`src/rtl/ps2_rx_fifo.sv`:
```
// ps2_rx_fifo: PS/2 keyboard receiver with glitch filter, frame checking, watchdog,
// scancode FIFO, sticky error flags and a maskable registered interrupt.
module ps2_rx_fifo #(
  parameter int DEPTH          = 16,
  parameter int SYNC_STAGES    = 2,
  parameter int FILTER_LEN     = 8,
  parameter int TIMEOUT_CYCLES = 100000
) (
  input  logic       clk,
  input  logic       reset_n,
  output logic       irq,
  input  logic       s_cs_n,
  input  logic       s_address,
  input  logic       s_read,
  output logic [7:0] s_readdata,
  input  logic       s_write,
  input  logic [7:0] s_writedata,
  input  logic       kc,
  input  logic       kd
);
  localparam int AW = $clog2(DEPTH);
  localparam int CW = AW + 1;
  localparam int FW = $clog2(FILTER_LEN + 1);
  localparam int WW = $clog2(TIMEOUT_CYCLES + 1);
  typedef enum logic [1:0] {IDLE, DATA, PARITY, STOP} state_t;
  state_t state_q, state_d;
  logic [SYNC_STAGES-1:0] kc_sync_q, kd_sync_q;
  logic kc_s, kd_s, kc_f_q, kc_f_d, kc_fp_q, strobe, timeout;
  logic [FW-1:0] filt_q, filt_d;
  logic [2:0] bit_q, bit_d;
  logic [7:0] shift_q, shift_d;
  logic pbit_q, pbit_d, par_ok;
  logic [WW-1:0] wd_q, wd_d;
  logic push, perr_set, ferr_set;
  logic [7:0] mem_q [DEPTH];
  logic [AW-1:0] wr_q, wr_d, rd_q, rd_d;
  logic [CW-1:0] cnt_q, cnt_d;
  logic empty, full, pop, flush, ctl_wr, clr, wr_en, ovf_set;
  logic ovf_q, ovf_d, perr_q, perr_d, ferr_q, ferr_d, irq_en_q, irq_en_d, irq_q, irq_d;
  logic unused_wd;
  assign unused_wd = ^s_writedata[7:2];
  assign kc_s = kc_sync_q[SYNC_STAGES-1];
  assign kd_s = kd_sync_q[SYNC_STAGES-1];
  assign strobe = kc_fp_q & ~kc_f_q;
  assign timeout = (state_q != IDLE) & (wd_q == WW'(TIMEOUT_CYCLES));
  assign par_ok = ^{shift_q, pbit_q};
  // filtered kc flips only once the synchronised level has disagreed for FILTER_LEN cycles
  always_comb begin
    kc_f_d = (kc_s != kc_f_q && filt_q == FW'(FILTER_LEN - 1)) ? kc_s : kc_f_q;
    filt_d = (kc_s == kc_f_q || kc_f_d != kc_f_q) ? '0 : filt_q + FW'(1);
  end
  always_ff @(posedge clk or negedge reset_n)
    if (!reset_n) state_q <= IDLE;
    else state_q <= state_d;
  always_comb begin
    state_d = state_q;
    if (timeout) state_d = IDLE;
    else if (strobe)
      case (state_q)
        IDLE:    state_d = kd_s ? IDLE : DATA;
        DATA:    state_d = (bit_q == 3'd7) ? PARITY : DATA;
        PARITY:  state_d = STOP;
        default: state_d = IDLE;
      endcase
  end
  always_comb begin
    push     = strobe & ~timeout & (state_q == STOP) & kd_s & par_ok;
    perr_set = strobe & ~timeout & (state_q == STOP) & kd_s & ~par_ok;
    ferr_set = timeout | (strobe & (((state_q == IDLE) & kd_s) | ((state_q == STOP) & ~kd_s)));
  end
  always_comb begin
    bit_d   = (strobe && state_q == IDLE) ? 3'd0 : (strobe && state_q == DATA) ? bit_q + 3'd1 : bit_q;
    shift_d = (strobe && state_q == DATA) ? {kd_s, shift_q[7:1]} : shift_q;
    pbit_d  = (strobe && state_q == PARITY) ? kd_s : pbit_q;
    wd_d    = (state_q == IDLE || strobe || timeout) ? '0 : wd_q + WW'(1);
  end
  // a flush wins over a same-cycle push; a pop makes room for a push into a full FIFO
  always_comb begin
    empty    = cnt_q == '0;
    full     = cnt_q == CW'(DEPTH);
    pop      = ~s_cs_n & s_read & ~s_address & ~empty;
    flush    = ~s_cs_n & s_write & ~s_address;
    ctl_wr   = ~s_cs_n & s_write & s_address;
    clr      = ctl_wr & s_writedata[1];
    wr_en    = push & ~flush & (~full | pop);
    ovf_set  = push & ~flush & full & ~pop;
    wr_d     = flush ? '0 : wr_q + AW'(wr_en);
    rd_d     = flush ? '0 : rd_q + AW'(pop);
    cnt_d    = flush ? '0 : cnt_q + CW'(wr_en) - CW'(pop);
    ovf_d    = ovf_set | (ovf_q & ~clr);
    perr_d   = perr_set | (perr_q & ~clr);
    ferr_d   = ferr_set | (ferr_q & ~clr);
    irq_en_d = ctl_wr ? s_writedata[0] : irq_en_q;
    irq_d    = irq_en_q & (~empty | ovf_q | perr_q | ferr_q);
  end
  always_ff @(posedge clk or negedge reset_n)
    if (!reset_n) begin
      kc_sync_q <= '1;
      kd_sync_q <= '1;
      kc_f_q    <= 1'b1;
      kc_fp_q   <= 1'b1;
      filt_q    <= '0;
      bit_q     <= '0;
      shift_q   <= '0;
      pbit_q    <= 1'b0;
      wd_q      <= '0;
      wr_q      <= '0;
      rd_q      <= '0;
      cnt_q     <= '0;
      ovf_q     <= 1'b0;
      perr_q    <= 1'b0;
      ferr_q    <= 1'b0;
      irq_en_q  <= 1'b1;
      irq_q     <= 1'b0;
    end else begin
      kc_sync_q <= {kc_sync_q[SYNC_STAGES-2:0], kc};
      kd_sync_q <= {kd_sync_q[SYNC_STAGES-2:0], kd};
      kc_f_q    <= kc_f_d;
      kc_fp_q   <= kc_f_q;
      filt_q    <= filt_d;
      bit_q     <= bit_d;
      shift_q   <= shift_d;
      pbit_q    <= pbit_d;
      wd_q      <= wd_d;
      wr_q      <= wr_d;
      rd_q      <= rd_d;
      cnt_q     <= cnt_d;
      ovf_q     <= ovf_d;
      perr_q    <= perr_d;
      ferr_q    <= ferr_d;
      irq_en_q  <= irq_en_d;
      irq_q     <= irq_d;
    end
  always_ff @(posedge clk)
    if (wr_en) mem_q[wr_q] <= shift_q;
  assign irq = irq_q;
  assign s_readdata = s_address ? {~empty, full, ovf_q, perr_q, ferr_q, 2'b00, irq_en_q}
                                : (empty ? 8'h00 : mem_q[rd_q]);
endmodule

```
`config.mk`:
```
export PLATFORM = sky130hd
export DESIGN_NAME = ps2_rx_fifo
export DESIGN_NICKNAME = d
export VERILOG_FILES = /design/src/rtl/ps2_rx_fifo.sv
export SDC_FILE = /design/constraint.sdc
export NUM_CORES = 1
export LEC_CHECK = 0
export BUFFER_PORTS_ARGS = -buffer_cell sky130_fd_sc_hd__buf_2
export CORE_ASPECT_RATIO = 0.75
export CORE_UTILIZATION = 55
export DETAILED_ROUTE_END_ITERATION = 10
export PLACE_DENSITY = 0.8
export SYNTH_ARGS = -nofsm -noshare
export SYNTH_HDL_FRONTEND = slang
export SYNTH_SLANG_ARGS = --single-unit
```
`constraint.sdc`:
```
create_clock -name clk -period 3.7 [get_ports clk]
set_input_delay 0.37 -clock clk [delete_from_list [all_inputs] [get_ports clk]]
set_output_delay 0.37 -clock clk [all_outputs]
set_load 0.05 [all_outputs]
```
==> results.cfg <==
[run_status]
status = finished, final reports clean

[floorplan]
initial_utilization_pct = 57.32
row_count = 37
die_h_um = 106.4
die_x_um = 141.2
io_pins = 25
core-area_um2 = 13930
dieArea_um2 = 15010

[place]
place_congestion = 0.8364
place_hpwl_mm = 11.05
placed_cells = 734
port_buffers = 18

[synthesis]
synth.net_count = 542
syn_area_um2 = 7988
avgSynthCellArea_um2 = 15.66
ys_types = 49
synthCells = 510
yosys.area_share.adder_pct = 2.600
synthMuxAreaShare_pct = 11.83
synthTopCellsByCount = edfxtp_1 (128), dfrtp_1 (52), mux4_2 (35), nor2_1 (33), nand2_1 (27)
synthTopCellsByArea = edfxtp_1 (48%), dfrtp_1 (16%), mux4_2 (9.9%), ha_1 (2.3%), dfstp_2 (2.3%)
seq_area_frac_synth_pct = 66.71
synth-seq-cells = 187
synth-simple-area-share_pct = 10.26
yosysWarnings = 0
yosys.area_share.xor_xnor_pct = 3.133
synth_edf_count = 128
synth_top_area_share_pct = 48.12
synth_top_family_by_area = multiplexers
ys.flop_type = edfxtp_1
async_flop_share_pct = 31.55
yosysTopAreaCell = edfxtp_1
synth.most_common_cell = edfxtp_1
synth_compound_area_share_pct = 3.399

[timing]
slew_viol_final = 0
worst_pin_slew_ps = 897.0
setup_viol = 0
skew_ps = 11.76
rsz0062_at_grt = no
fin_crit_sh_pct = 91.72
post-route-min-period_ps = 3394
slew_headroom_pct = 40.20
fmax_mhz = 294.7
timing.setup.tns_ps = 0
hold_violations = 0
hold_ws_ps = 36.22

[route]
drc = 0
ant_nets = 0
first_pass_iters = 5
wl_per_cell_um = 21.36
drt-vias-per-instance = 6.064
vias = 4645
drtIter0Drc = 479
wl_mm = 16.36

[grt]
grt_pass1_wl_mm = 25.87
grt.total_usage_pct = 23.92
grt_pass1_vias = 4717
antenna_found_initial = 0
grt_overflow_total = 0
grt_max_degree = 42

[layout]
fin_nets = 590
instances_no_fill = 766
drive_gt1_share_pct = 25.04
diodes = 0
area_growth_pct = 13.03
final.fill_count = 953

[setup_path]
crit_start = rd_q[1]
criticalPathCategory = reg2out
cp-end-kind = output port
r2r-start = shift_q[6]
crit_path_start_kind = flop
crit_fanout = 14
worstPathRequired_ps = 3330
worst_ep_arrival_time_ps = 3020

[clock_tree]
clock_latency_ps = 430
cts_resized = 0
postCtsSetupBuffers = 0
h-tree-depth = 4
cts.path.max_buffers = 2
cts_tree = built
numCtsBuffers = 17
clock_sinks = 187
cts_hold_buf = 0
cts_root_buf = clkbuf_16
clkSlewWorstSetupHoldPaths_ps = 70

[power]
pwr_density_cell_nw_per_um2 = 595.1
ir_drop_mv = 0.4148
power_leakage_nw = 3.383
p_total_mw = 5.373

[worst_hold_path]
hp-class = in2reg
hp-start = kc

[run]
max_cap_violations = 0
-- per-layer routing --
metal | global-route usage (%) | share of wire [%]
met3 | 5.135 | 7.9
met2 | 37.38 | 48
met5 | 0 | 0
met4 | 7.531 | 1.2
met1 | 33.95 | 43
-- logic make-up (layout without fill, tap and decap cells) --
| kind of cell | Yosys count | count (layout) |
|---|---|---|
| DFF | 187 | 187 |
| and+or+nand+nor | 155 | 155 |
| muxes | 49 | 49 |
| AOI/OAI and AO/OA | 40 | 40 |
| buffers and inverters | 36 | 97 |
| xor gates and xnor gates | 27 | 27 |
| adders and majority gates | 16 | 16 |
-- worst max-delay path: stages, from the launching register on --
cell and delay, ps:
dfrtp_1 870, buf_4 360, mux4_2 560, mux2_2 290, a21oi_1 180, a21oi_1 110, buf_2 220
-- final timing paths --
check | to | slack (ps) | cells after the start
min reg2reg | kc_sync_q[1] | 360 | 0
min | kc_sync_q[0] | 40 | 1
max reg2reg | cnt_q[4] | 420 | 13
max | s_readdata[7] | 310 | 6
max in group asynchronous | kd_sync_q[0] | 2770 | 2
min in group asynchronous | cnt_q[4] | 60 | 1
-- state kept, by name, summed over array words and instances, names as in the netlist, 2 cells and up --
signal     flops
bit_q          3
shift_q        8
mem_q        128
kc_sync_q      2
kd_sync_q      2
state_q        2
wd_q          17
rd_q           4
wr_q           4
filt_q         4
cnt_q          5
-- power breakdown --
part / leakage [nW] / total (mW) / switching, mW / internal [mW]
Sequential: 1.99 / 2.61 / 0.233 / 2.37
Clock: 0.281 / 1.74 / 0.813 / 0.924
Combinational: 1.12 / 1.03 / 0.568 / 0.461
-- cell type report --
| type | instances | area [um^2] | share of cell area (%) |
|---|---|---|---|
| clock buffers | 18 | 450.4 | 4.989 |
| clock inverters | 14 | 120.1 | 1.330 |
| inverters | 14 | 52.55 | 0.5820 |
| multi-input cells | 287 | 2494 | 27.62 |
| flip-flops and latches | 187 | 5330 | 59.04 |
| well taps | 195 | 244.0 | 2.702 |
| repair buffers | 51 | 337.8 | 3.742 |
-- stage by stage --
step | setup slack, ps | cell area (um^2) | utilization [%]
floorplan | 536.6 | 7988 | -
global placement | 553.5 | 8458 | 60.70
detailed placement | 452.0 | 8458 | 60.70
CTS | 295.2 | 9029 | 64.79
global route | 154.4 | 9029 | 64.79
finish | 306.2 | 9029 | 64.79
-- cells in the final DEF (no fill, tap or decap), types with 2 or more instances in the layout --
| cell | synthesis | layout |
|---|---|---|
| and4_1 | 2 | 2 |
| nor3_1 | 5 | 5 |
| inv_1 | 14 | 14 |
| and2_1 | 4 | 4 |
| inv_6 | 0 | 8 |
| nand4b_1 | 2 | 2 |
| a22oi_1 | 8 | 8 |
| buf_2 | 6 | 18 |
| nand2_1 | 27 | 27 |
| clkbuf_16 | 0 | 18 |
| nor3b_1 | 4 | 4 |
| a21oi_1 | 10 | 10 |
| dfstp_2 | 7 | 7 |
| and3_1 | 5 | 5 |
| a22o_1 | 4 | 4 |
| or3_1 | 5 | 5 |
| nand3b_1 | 3 | 3 |
| xnor2_1 | 14 | 14 |
| ha_1 | 15 | 15 |
| buf_4 | 4 | 33 |
| o21ai_0 | 9 | 9 |
| nor4_1 | 19 | 19 |
| nor2b_1 | 16 | 16 |
| dfrtp_1 | 52 | 51 |
| clkinv_4 | 0 | 3 |
| edfxtp_1 | 128 | 128 |
| xor2_1 | 12 | 12 |
| nor2_1 | 33 | 33 |
| nand3_1 | 20 | 20 |
| mux4_2 | 35 | 35 |
| nand4_1 | 5 | 5 |
| mux2_2 | 13 | 13 |
No activity file was read; power rests on OpenSTA's default activity.
